**config.mk**
```make
export PLATFORM = sky130hd
export DESIGN_NAME = mc_ctrl_seq
export DESIGN_NICKNAME = d
export VERILOG_FILES = /design/src/rtl/core_pkg.sv /design/src/rtl/mc_wdog.sv /design/src/rtl/mc_ctrl_seq.sv
export SDC_FILE = /design/constraint.sdc
export NUM_CORES = 1
export LEC_CHECK = 0
export BUFFER_PORTS_ARGS = -buffer_cell sky130_fd_sc_hd__buf_2
export CAP_MARGIN = 30
export CORE_MARGIN = 8
export CORE_UTILIZATION = 35
export CTS_BUF_LIST = sky130_fd_sc_hd__clkbuf_2
export DETAILED_ROUTE_END_ITERATION = 12
export PLACE_DENSITY = 0.62
export SYNTH_ARGS = -nofsm -noshare
export SYNTH_HDL_FRONTEND = slang
export SYNTH_SLANG_ARGS = --single-unit
```
**constraint.sdc**
```tcl
create_clock -name clk -period 1.37 [get_ports clk]
set_input_delay 0.137 -clock clk [delete_from_list [all_inputs] [get_ports clk]]
set_output_delay 0.137 -clock clk [all_outputs]
set_load 0.01 [all_outputs]
```
**src/rtl/core_pkg.sv**
```systemverilog
// core_pkg: shared definitions for the multi-cycle RV32 sequencer.
//   - state_t    : FSM state encoding (also exported on the debug state port)
//   - CTRL_*     : bit positions inside the decoder's 13-bit control word
//   - PC_SEL_*   : PC source encodings
//   - WB_SEL_*   : register writeback source encodings
package core_pkg;

  typedef enum logic [2:0] {
    ST_IDLE   = 3'd0,
    ST_FETCH  = 3'd1,
    ST_DECODE = 3'd2,
    ST_EXEC   = 3'd3,
    ST_MEM    = 3'd4,
    ST_WB     = 3'd5,
    ST_ERR    = 3'd7
  } state_t;

  localparam int unsigned CTRL_W   = 13;
  localparam int unsigned CTRL_BNE = 12;
  localparam int unsigned CTRL_JAL = 11;
  localparam int unsigned CTRL_JALR = 10;
  localparam int unsigned CTRL_BR  = 9;
  localparam int unsigned CTRL_MRD = 8;
  localparam int unsigned CTRL_MWR = 7;
  localparam int unsigned CTRL_M2R = 6;
  localparam int unsigned CTRL_RW  = 5;

  localparam logic [1:0] PC_SEL_PC4  = 2'd0;
  localparam logic [1:0] PC_SEL_BR   = 2'd1;
  localparam logic [1:0] PC_SEL_JALR = 2'd2;

  localparam logic [1:0] WB_SEL_ALU = 2'd0;
  localparam logic [1:0] WB_SEL_MEM = 2'd1;
  localparam logic [1:0] WB_SEL_PC4 = 2'd2;
  localparam logic [1:0] WB_SEL_MUL = 3'd3;

endpackage

```
**src/rtl/mc_wdog.sv**
```systemverilog
// mc_wdog: wait-cycle watchdog for the sequencer.
// Ports:
//   clk       in  core clock
//   rst       in  asynchronous reset, active-high
//   i_hold    in  FSM is staying in a waiting state this cycle
//   o_expired out wait counter has reached TIMEOUT
// The counter advances while i_hold is high and clears on any other cycle,
// so every state change restarts the count from zero.
module mc_wdog #(
  parameter int unsigned TIMEOUT = 255
) (
  input  logic clk,
  input  logic rst,
  input  logic i_hold,
  output logic o_expired
);

  localparam int unsigned W = (TIMEOUT < 1) ? 1 : $clog2(TIMEOUT + 1);

  logic [W-1:0] r_cnt;

  always_ff @(posedge clk or posedge rst) begin
    if (rst)         r_cnt <= '0;
    else if (i_hold) r_cnt <= r_cnt + W'(1);
    else             r_cnt <= '0;
  end

  assign o_expired = (r_cnt == W'(TIMEOUT));

endmodule

```
**src/rtl/mc_ctrl_seq.sv**
```systemverilog
// mc_ctrl_seq: multi-cycle sequencer for the RV32 core.
// Walks FETCH -> DECODE -> EXEC -> [MEM] -> WB around the decoder, ALU,
// multiplier and memories; a watchdog traps hung handshakes into ERR.
// Ports:
//   clk, rst                 core clock, async active-high reset
//   ctrl_signal[12:0]        decoder control word (latched in DECODE)
//   is_mul                   multiply instruction (latched in DECODE)
//   br_zero                  ALU zero flag, sampled in EXEC
//   imem_stall, dmem_stall   memory not-ready
//   mul_done                 multiplier result valid
//   imem_cen, ir_we          instruction fetch request / IR load
//   dmem_cen, dmem_wen       data memory request / write
//   mul_start                one-cycle multiplier start
//   rf_we, pc_we             register file / PC write
//   pc_sel[1:0], wb_sel[1:0] PC source / writeback source
//   state[2:0]               current FSM state (debug)
//   timeout_err              sticky watchdog error (held until rst)
module mc_ctrl_seq
  import core_pkg::*;
#(
  parameter int unsigned TIMEOUT = 255
) (
  input  logic              clk,
  input  logic              rst,
  input  logic [CTRL_W-1:0] ctrl_signal,
  input  logic              is_mul,
  input  logic              br_zero,
  input  logic              imem_stall,
  input  logic              dmem_stall,
  input  logic              mul_done,
  output logic              imem_cen,
  output logic              ir_we,
  output logic              dmem_cen,
  output logic              dmem_wen,
  output logic              mul_start,
  output logic              rf_we,
  output logic              pc_we,
  output logic [1:0]        pc_sel,
  output logic [1:0]        wb_sel,
  output logic [2:0]        state,
  output logic              timeout_err
);

  state_t            r_state;
  state_t            w_next;
  logic [CTRL_W-1:0] r_ctrl;
  logic              r_mul;
  logic              r_taken;
  logic              r_first;
  logic              w_hold;
  logic              w_expired;
  logic              w_unused_ctrl;

  // ALU-source / ALU-op bits belong to the datapath, not the sequencer.
  assign w_unused_ctrl = ^r_ctrl[4:0];

  mc_wdog #(.TIMEOUT(TIMEOUT)) u_wdog (
    .clk       (clk),
    .rst       (rst),
    .i_hold    (w_hold),
    .o_expired (w_expired)
  );

  // State register
  always_ff @(posedge clk or posedge rst) begin
    if (rst) r_state <= ST_IDLE;
    else     r_state <= w_next;
  end

  // Next-state logic; a completing handshake always beats the watchdog.
  always_comb begin
    w_next = r_state;
    case (r_state)
      ST_IDLE:   w_next = ST_FETCH;
      ST_FETCH: begin
        if (!imem_stall)    w_next = ST_DECODE;
        else if (w_expired) w_next = ST_ERR;
      end
      ST_DECODE: w_next = ST_EXEC;
      ST_EXEC: begin
        if (!r_mul || mul_done)
          w_next = (r_ctrl[CTRL_MRD] | r_ctrl[CTRL_MWR]) ? ST_MEM : ST_WB;
        else if (w_expired)
          w_next = ST_ERR;
      end
      ST_MEM: begin
        if (!dmem_stall)    w_next = ST_WB;
        else if (w_expired) w_next = ST_ERR;
      end
      ST_WB:     w_next = ST_FETCH;
      ST_ERR:    w_next = ST_ERR;
      default:   w_next = ST_IDLE;
    endcase
  end

  assign w_hold = (w_next == r_state) &&
                  ((r_state == ST_FETCH) || (r_state == ST_EXEC) ||
                   (r_state == ST_MEM));

  // Instruction fields. EXEC is only entered from DECODE, so r_first marks
  // the first EXEC cycle; r_taken is rewritten every EXEC cycle so the last
  // one wins.
  always_ff @(posedge clk or posedge rst) begin
    if (rst) begin
      r_ctrl  <= '0;
      r_mul   <= 1'b0;
      r_taken <= 1'b0;
      r_first <= 1'b0;
    end else begin
      r_first <= (r_state == ST_DECODE);
      if (r_state == ST_DECODE) begin
        r_ctrl <= ctrl_signal;
        r_mul  <= is_mul;
      end
      if (r_state == ST_EXEC)
        r_taken <= br_zero ^ r_ctrl[CTRL_BNE];
    end
  end

  // Output decode
  always_comb begin
    imem_cen    = 1'b0;
    ir_we       = 1'b0;
    dmem_cen    = 1'b0;
    dmem_wen    = 1'b0;
    mul_start   = 1'b0;
    rf_we       = 1'b0;
    pc_we       = 1'b0;
    pc_sel      = PC_SEL_PC4;
    wb_sel      = WB_SEL_ALU;
    timeout_err = 1'b0;
    case (r_state)
      ST_FETCH: begin
        imem_cen = 1'b1;
        ir_we    = ~imem_stall;
      end
      ST_EXEC:  mul_start = r_mul & r_first;
      ST_MEM: begin
        dmem_cen = 1'b1;
        dmem_wen = r_ctrl[CTRL_MWR];
      end
      ST_WB: begin
        pc_we = 1'b1;
        rf_we = r_ctrl[CTRL_RW];
        if (r_ctrl[CTRL_JALR])
          pc_sel = PC_SEL_JALR;
        else if (r_ctrl[CTRL_JAL] | (r_ctrl[CTRL_BR] & r_taken))
          pc_sel = PC_SEL_BR;
        if (r_mul)
          wb_sel = WB_SEL_MUL;
        else if (r_ctrl[CTRL_JAL] | r_ctrl[CTRL_JALR])
          wb_sel = WB_SEL_PC4;
        else if (r_ctrl[CTRL_M2R])
          wb_sel = WB_SEL_MEM;
      end
      ST_ERR:   timeout_err = 1'b1;
      default: ;
    endcase
  end

  assign state = r_state;

endmodule

```
# Yosys cells after proc, flatten, opt, wreduce, memory -nomap -nowiden
# Index checks and enable logic that the tools add are counted.
[op_classes]
addsub = 1
n_eq_ne = 8
muxes = 22
bitwise = 7
n_reduce_logical = 7
[ops]
columns = ["cell", "n"]
rows = [
  ["case mux 3 bit (6 select lines)", 1],
  ["2-to-1 mux 3 bit", 4],
  ["2-to-1 mux 1 bit", 11],
  ["2-to-1 mux 2 bit", 5],
  ["equality test 3 bit, second input constant", 3],
  ["adder 8 x 1 -> 8 bit, second input constant", 1],
  ["equality test 8 bit, second input constant", 1],
  ["2-to-1 mux 8 bit", 1],
  ["equality test 3 x 2 -> 1 bit, second input constant", 2],
  ["equality test 3 x 1 -> 1 bit, second input constant", 1],
  ["equality test 3 bit", 1],
  ["zero test 3 bit", 1],
  ["logical OR 1 bit", 3],
  ["OR 1 bit", 3],
  ["bitwise AND 1 bit", 2],
  ["OR reduction 2 bit", 1],
  ["logical AND 1 bit", 1],
  ["zero test 1 bit", 1],
  ["NOT 1 bit", 1],
  ["bitwise XOR 1 bit", 1],
]
[totals]
register_bits = 27
in_bits = 20
output_inout_bits = 15
wordCells = 51

# Depth between registers and ports, before layout
[logic_depth]
ltp_word = 7
mapped_depth = 5
mapped_depth_nobuf = 5

# Modules after synthesis
# Synthesis repeated with hierarchy kept, for this count alone.
[unflattened]
hier_cells = 108
hier_area_um2 = 1124.8
[modules_own_cells]
columns = ["mod", "n_inst", "cells_each", "area_per_inst_um2"]
rows = [
  ["mc_ctrl_seq", 1, 73, 752.0],
  ["mc_wdog", 1, 35, 372.9],
]

# Worst setup path before layout
# OpenSTA, ideal clock, no wires.
[synth_timing]
kind = "reg2reg"
start = "reg u_wdog.r_cnt[0]"
end = "reg u_wdog.r_cnt[0]"
setup_time_ns = 0.094
arrival_ns = 1.401
t_required_ns = 1.276
setup_slack_ns = -0.125
path_stages_with_launch = 6
path_buffers = 0
period_less_slack_ns = 1.495
path_cell_list = "dfrtp_1 ha_1 nand3_1 a211oi_1 o32a_4 a211oi_1"
[synth_between]
elab_chain_cells = 7
word_cells_on_any_way = 10
[synth_lines]
columns = ["item", "line_no", "source"]
rows = [
  ["from (decl)", "mc_wdog.sv:20", "logic [W-1:0] r_cnt;"],
  ["from (signal assigned)", "mc_wdog.sv:24", "else if (i_hold) r_cnt <= r_cnt + W'(1);"],
  ["equality test 8 bit", "mc_wdog.sv:28", "assign o_expired = (r_cnt == W'(TIMEOUT));"],
  ["2-to-1 mux 3 bit", "mc_ctrl_seq.sv:77, mc_ctrl_seq.sv:83, mc_ctrl_seq.sv:88", ""],
  ["2-to-1 mux 3 bit, on equally long branches", "mc_ctrl_seq.sv:87, mc_ctrl_seq.sv:76, mc_ctrl_seq.sv:81", ""],
  ["case mux 3 bit (6 select lines)", "mc_ctrl_seq.sv:73", "case (r_state)"],
  ["equality test 3 bit", "mc_ctrl_seq.sv:96", "assign w_hold = (w_next == r_state) &&"],
  ["logical AND 1 bit", "mc_ctrl_seq.sv:96", ""],
  ["2-to-1 mux 8 bit *", "mc_wdog.sv:24", ""],
]
# Mark *: on every way between the ends. The rest lies on a longest branch, timed or not.
# A chain may end at the register's enable or synchronous reset.

# Worst setup path after layout
[layout_timing]
start = "reg r_state[0], in the netlist state[0]"
end = "out dmem_wen"
[layout_between]
elab_chain_cells = 2
[layout_lines]
columns = ["item", "line_no", "source"]
rows = [
  ["from (decl)", "mc_ctrl_seq.sv:44", "state_t r_state;"],
  ["from (signal assigned)", "mc_ctrl_seq.sv:67", "else r_state <= w_next;"],
  ["equality test 3 bit", "mc_ctrl_seq.sv:132", "case (r_state)"],
  ["2-to-1 mux 1 bit", "mc_ctrl_seq.sv:132", ""],
  ["to (decl)", "mc_ctrl_seq.sv:34", "output logic dmem_wen,"],
]
# Every way passes these cells.

==> impl_metrics.csv <==
group,metric,value,unit
clock_tree,cts_root_buffer,"clkbuf_2",
synthesis,synth.yosys.warnings,0,
sta,slew_viol_final,0,
synthesis,ys.flop_type,"dfrtp_1",
synthesis,synthSimpleGateAreaFrac,19.1,%
power,total_leakage_power,1.01,nW
clock_tree,path_clk_slew,0.23,ns
synthesis,synth_most_common_cell,"dfrtp_1",
synthesis,yosysSeqAreaShare,44.8,%
sta,skew,0.00205,ns
floorplanning,die_h,75.3,um
setup_path,endpoint_kind,"output port",
synthesis,synth_area_leaders,"dfrtp_1 (45%), mux2_1 (8.2%), a211oi_1 (5.5%)",
power,vdd_drop_max,1020,uV
setup_path,critPathBufInv,3,
floorplanning,ios,35,
synthesis,synth_edf_count,0,
clock_tree,clkSinkCount,22,
drt,firstDrtPassIters,4,
synthesis,synth_area,1230,um^2
synthesis,netlist_instances,121,
setup_path,crit_type,"reg -> out",
synthesis,synth_compound_area_share,16.7,%
sta,slew_headroom,80.2,%
clock_tree,htree_levels,1,
setup_path,start_kind,"flip-flop",
power,p_per_area,1930,nW/um^2
synthesis,synth_nets,142,
sta,period_share,124,%
grt,grt_pass1_wl,6.28,mm
clock_tree,cts_tree,"done",
hold_path,hold_class,"in -> reg",
drt,drt-total-wl,4.05,mm
finish,layoutNonFillerInstCount,249,
sta,fmax,589,MHz
floorplanning,initial_utilization,36.6,%
sta,worst_pin_slew,0.295,ns
finish,fillCellCount,265,
floorplanning,coreArea,3360,um^2
synthesis,synth-adder-area-share,1.02,%
setup_path,cp_max_fo,6,
clock_tree,cts_made_buffers,3,
floorplanning,rows,21,
synthesis,synth.largest_area_cell,"dfrtp_1",
grt,grt_pass1_vias,1335,
grt,grt-ovfl-total,0,
place,dpl.cell_count,216,
power,total_power,0.00427,W
floorplanning,die_w,75.3,um
grt,grtUsageTotal,14.6,%
synthesis,ys_types,34,
drt,via_count,1258,
grt,antenna_found_initial,0,
grt,grt_max_degree,23,
setup_path,critPathSlowestCell,"dfrtp_2",
sta,rsz0062_at_grt,"yes",
sta,period_minus_slack,1.70,ns
setup_path,cp_cell_sequence,"buf_6 > nor3b_4 > buf_6 > and2_4 > buf_6",
sta,holdWs,0.0564,ns
synthesis,synth_top_family_by_area,"simple AND/OR/NAND/NOR gates",
finish,diodes,0,
synthesis,synth_xor_area_share,5.70,%
clock_tree,clock_path_buffers,2,
place,gp_congestion,0.833,
sta,hold_viol_final,0,
sta,worst_slack,-0.327,ns
synthesis,synth_common_cells,"dfrtp_1 (22), nor2_1 (10), a211oi_1 (9), mux2_1 (9)",
status,status,"complete, but fails checks",
synthesis,muxShareOfSynthArea,8.24,%
setup_path,cp.arrival,1.56,ns
drt,vias_per_cell,5.05,
drt,ant_nets,0,
drt,drt_iter0_drc,39,
finish,drive_gt1_share,61.1,%
status,violations,"setup timing",
drt,post_drt_wl_per_cell,16.3,um
setup_path,required,1.23,ns
synthesis,avgSynthCellArea,10.2,um^2
job,drv_cap,0,
setup_path,crit_top_cell,"buf_6",
place,io_buffer_count,29,
synthesis,synth_top_cell_area_share,44.8,%
synthesis,ys_ff_latch,22,
setup_path,path_delay_family,"flip-flops",
setup_path,slowest_delay,0.51,ns
floorplanning,die_area,5670,um^2
clock_tree,clock_latency,0.34,ns
finish,syn_to_final_growth,80.0,%
finish,nNetsFinal,225,
sta,setup_violations,31,
drt,drc,0,
synthesis,async_flop_share,100,%
place,dp_hpwl,2.36,mm
registers in the layout, indices dropped and copies added (netlist names):
signal	cells
r_ctrl	8
r_first	1
r_mul	1
r_taken	1
state	3
u_wdog.r_cnt	8
worst register-to-register path, stage by stage (launching register included):
cell and delay (ns):
dfrtp_1 0.45, buf_6 0.13, buf_4 0.13, buf_8 0.14, nand2b_4 0.07, o211ai_1 0.11, a21o_4 0.29, a211oi_4 0.24
area by class of cell:
cell class | instances | area (um^2) | share of cell area [%]
Clock buffer | 3 | 15.0 | 0.678
Clock inverter | 1 | 30.0 | 1.36
Inverter | 5 | 18.8 | 0.848
Multi-Input combinational cell | 89 | 848 | 38.3
Sequential cell | 22 | 553 | 25.0
Tap cell | 46 | 57.6 | 2.60
Timing Repair Buffer | 83 | 691 | 31.2
path summary, 6_finish.rpt:
| check | startpoint | end | slack, ns | cells past startpoint |
|---|---|---|---|---|
| max | state[0] | dmem_wen | -0.33 | 5 |
| min | br_zero | r_taken | 0.06 | 3 |
| max reg2reg | state[1] | u_wdog.r_cnt[6] | -0.25 | 7 |
| min reg2reg | r_taken | r_taken | 0.55 | 2 |
| max in group asynchronous | rst | state[0] | 0.79 | 4 |
| min in group asynchronous | rst | u_wdog.r_cnt[0] | 0.34 | 4 |
placed cells by master, fill, tap and decap left out, types with 2 or more instances in the layout:
cell type,instances
mux2_4,9
buf_12,2
and2_4,3
nand2_1,4
inv_2,3
buf_2,23
clkbuf_2,3
o21ai_1,3
nor2_4,2
buf_4,30
xnor2_1,5
and3_1,3
o21ai_0,2
nor3_2,2
and2b_1,2
nand2b_1,2
dfrtp_1,20
or2b_1,2
nor2_1,7
buf_6,16
nand3b_1,2
dlygate4sd3_1,10
xor2_1,2
dfrtp_2,2
a21oi_1,3
a211oi_2,7
buf_8,2
inv_1,2
nor3_4,2
a21oi_2,2
power by group:
group / leakage [nW] / switching, W / internal [W]
registers: 0.280 / 0.000191 / 0.000864
logic: 0.699 / 0.00125 / 0.00150
clock network: 0.0266 / 0.000218 / 0.000251
metrics by stage:
| stage | setup TNS (ns) | cell area (um^2) | setup slack, ns | utilization, % |
|---|---|---|---|---|
| detailed placement | -1.62 | 1610 | -0.125 | 47.8 |
| finish | -6.69 | 2210 | -0.327 | 65.8 |
| CTS | -6.63 | 2050 | -0.309 | 60.8 |
| global route | -8.78 | 2210 | -0.392 | 65.8 |
| global placement | -1.23 | 1610 | -0.0927 | 47.8 |
| floorplan | -0.557 | 1250 | -0.0655 | - |
timing repair:
item                                    CTS  global route
gates resized for setup                  40            34
endpoints found under the setup margin   32            33
pin swaps                                20            17
hold buffers                             10             0
cloned                                    1             0
buffers inserted                         12             8
endpoints found under the hold margin    31             0
cells by family after synthesis:
| group | count (synthesis) |
|---|---|
| DFF | 22 |
| xor gates and xnor gates | 8 |
| buffers and inverters | 10 |
| and+or+nand+nor | 43 |
| muxes | 9 |
| adders and majority gates | 1 |
| AOI/OAI and AO/OA | 28 |
layer usage:
layer / track usage, % / part of all wire (%)
met3: 2.66 / 4.5
met2: 25.9 / 52
met4: 6.82 / 1.3
met5: 0 / 0
met1: 16.3 / 42
No activity file was read; power rests on OpenSTA's default activity.
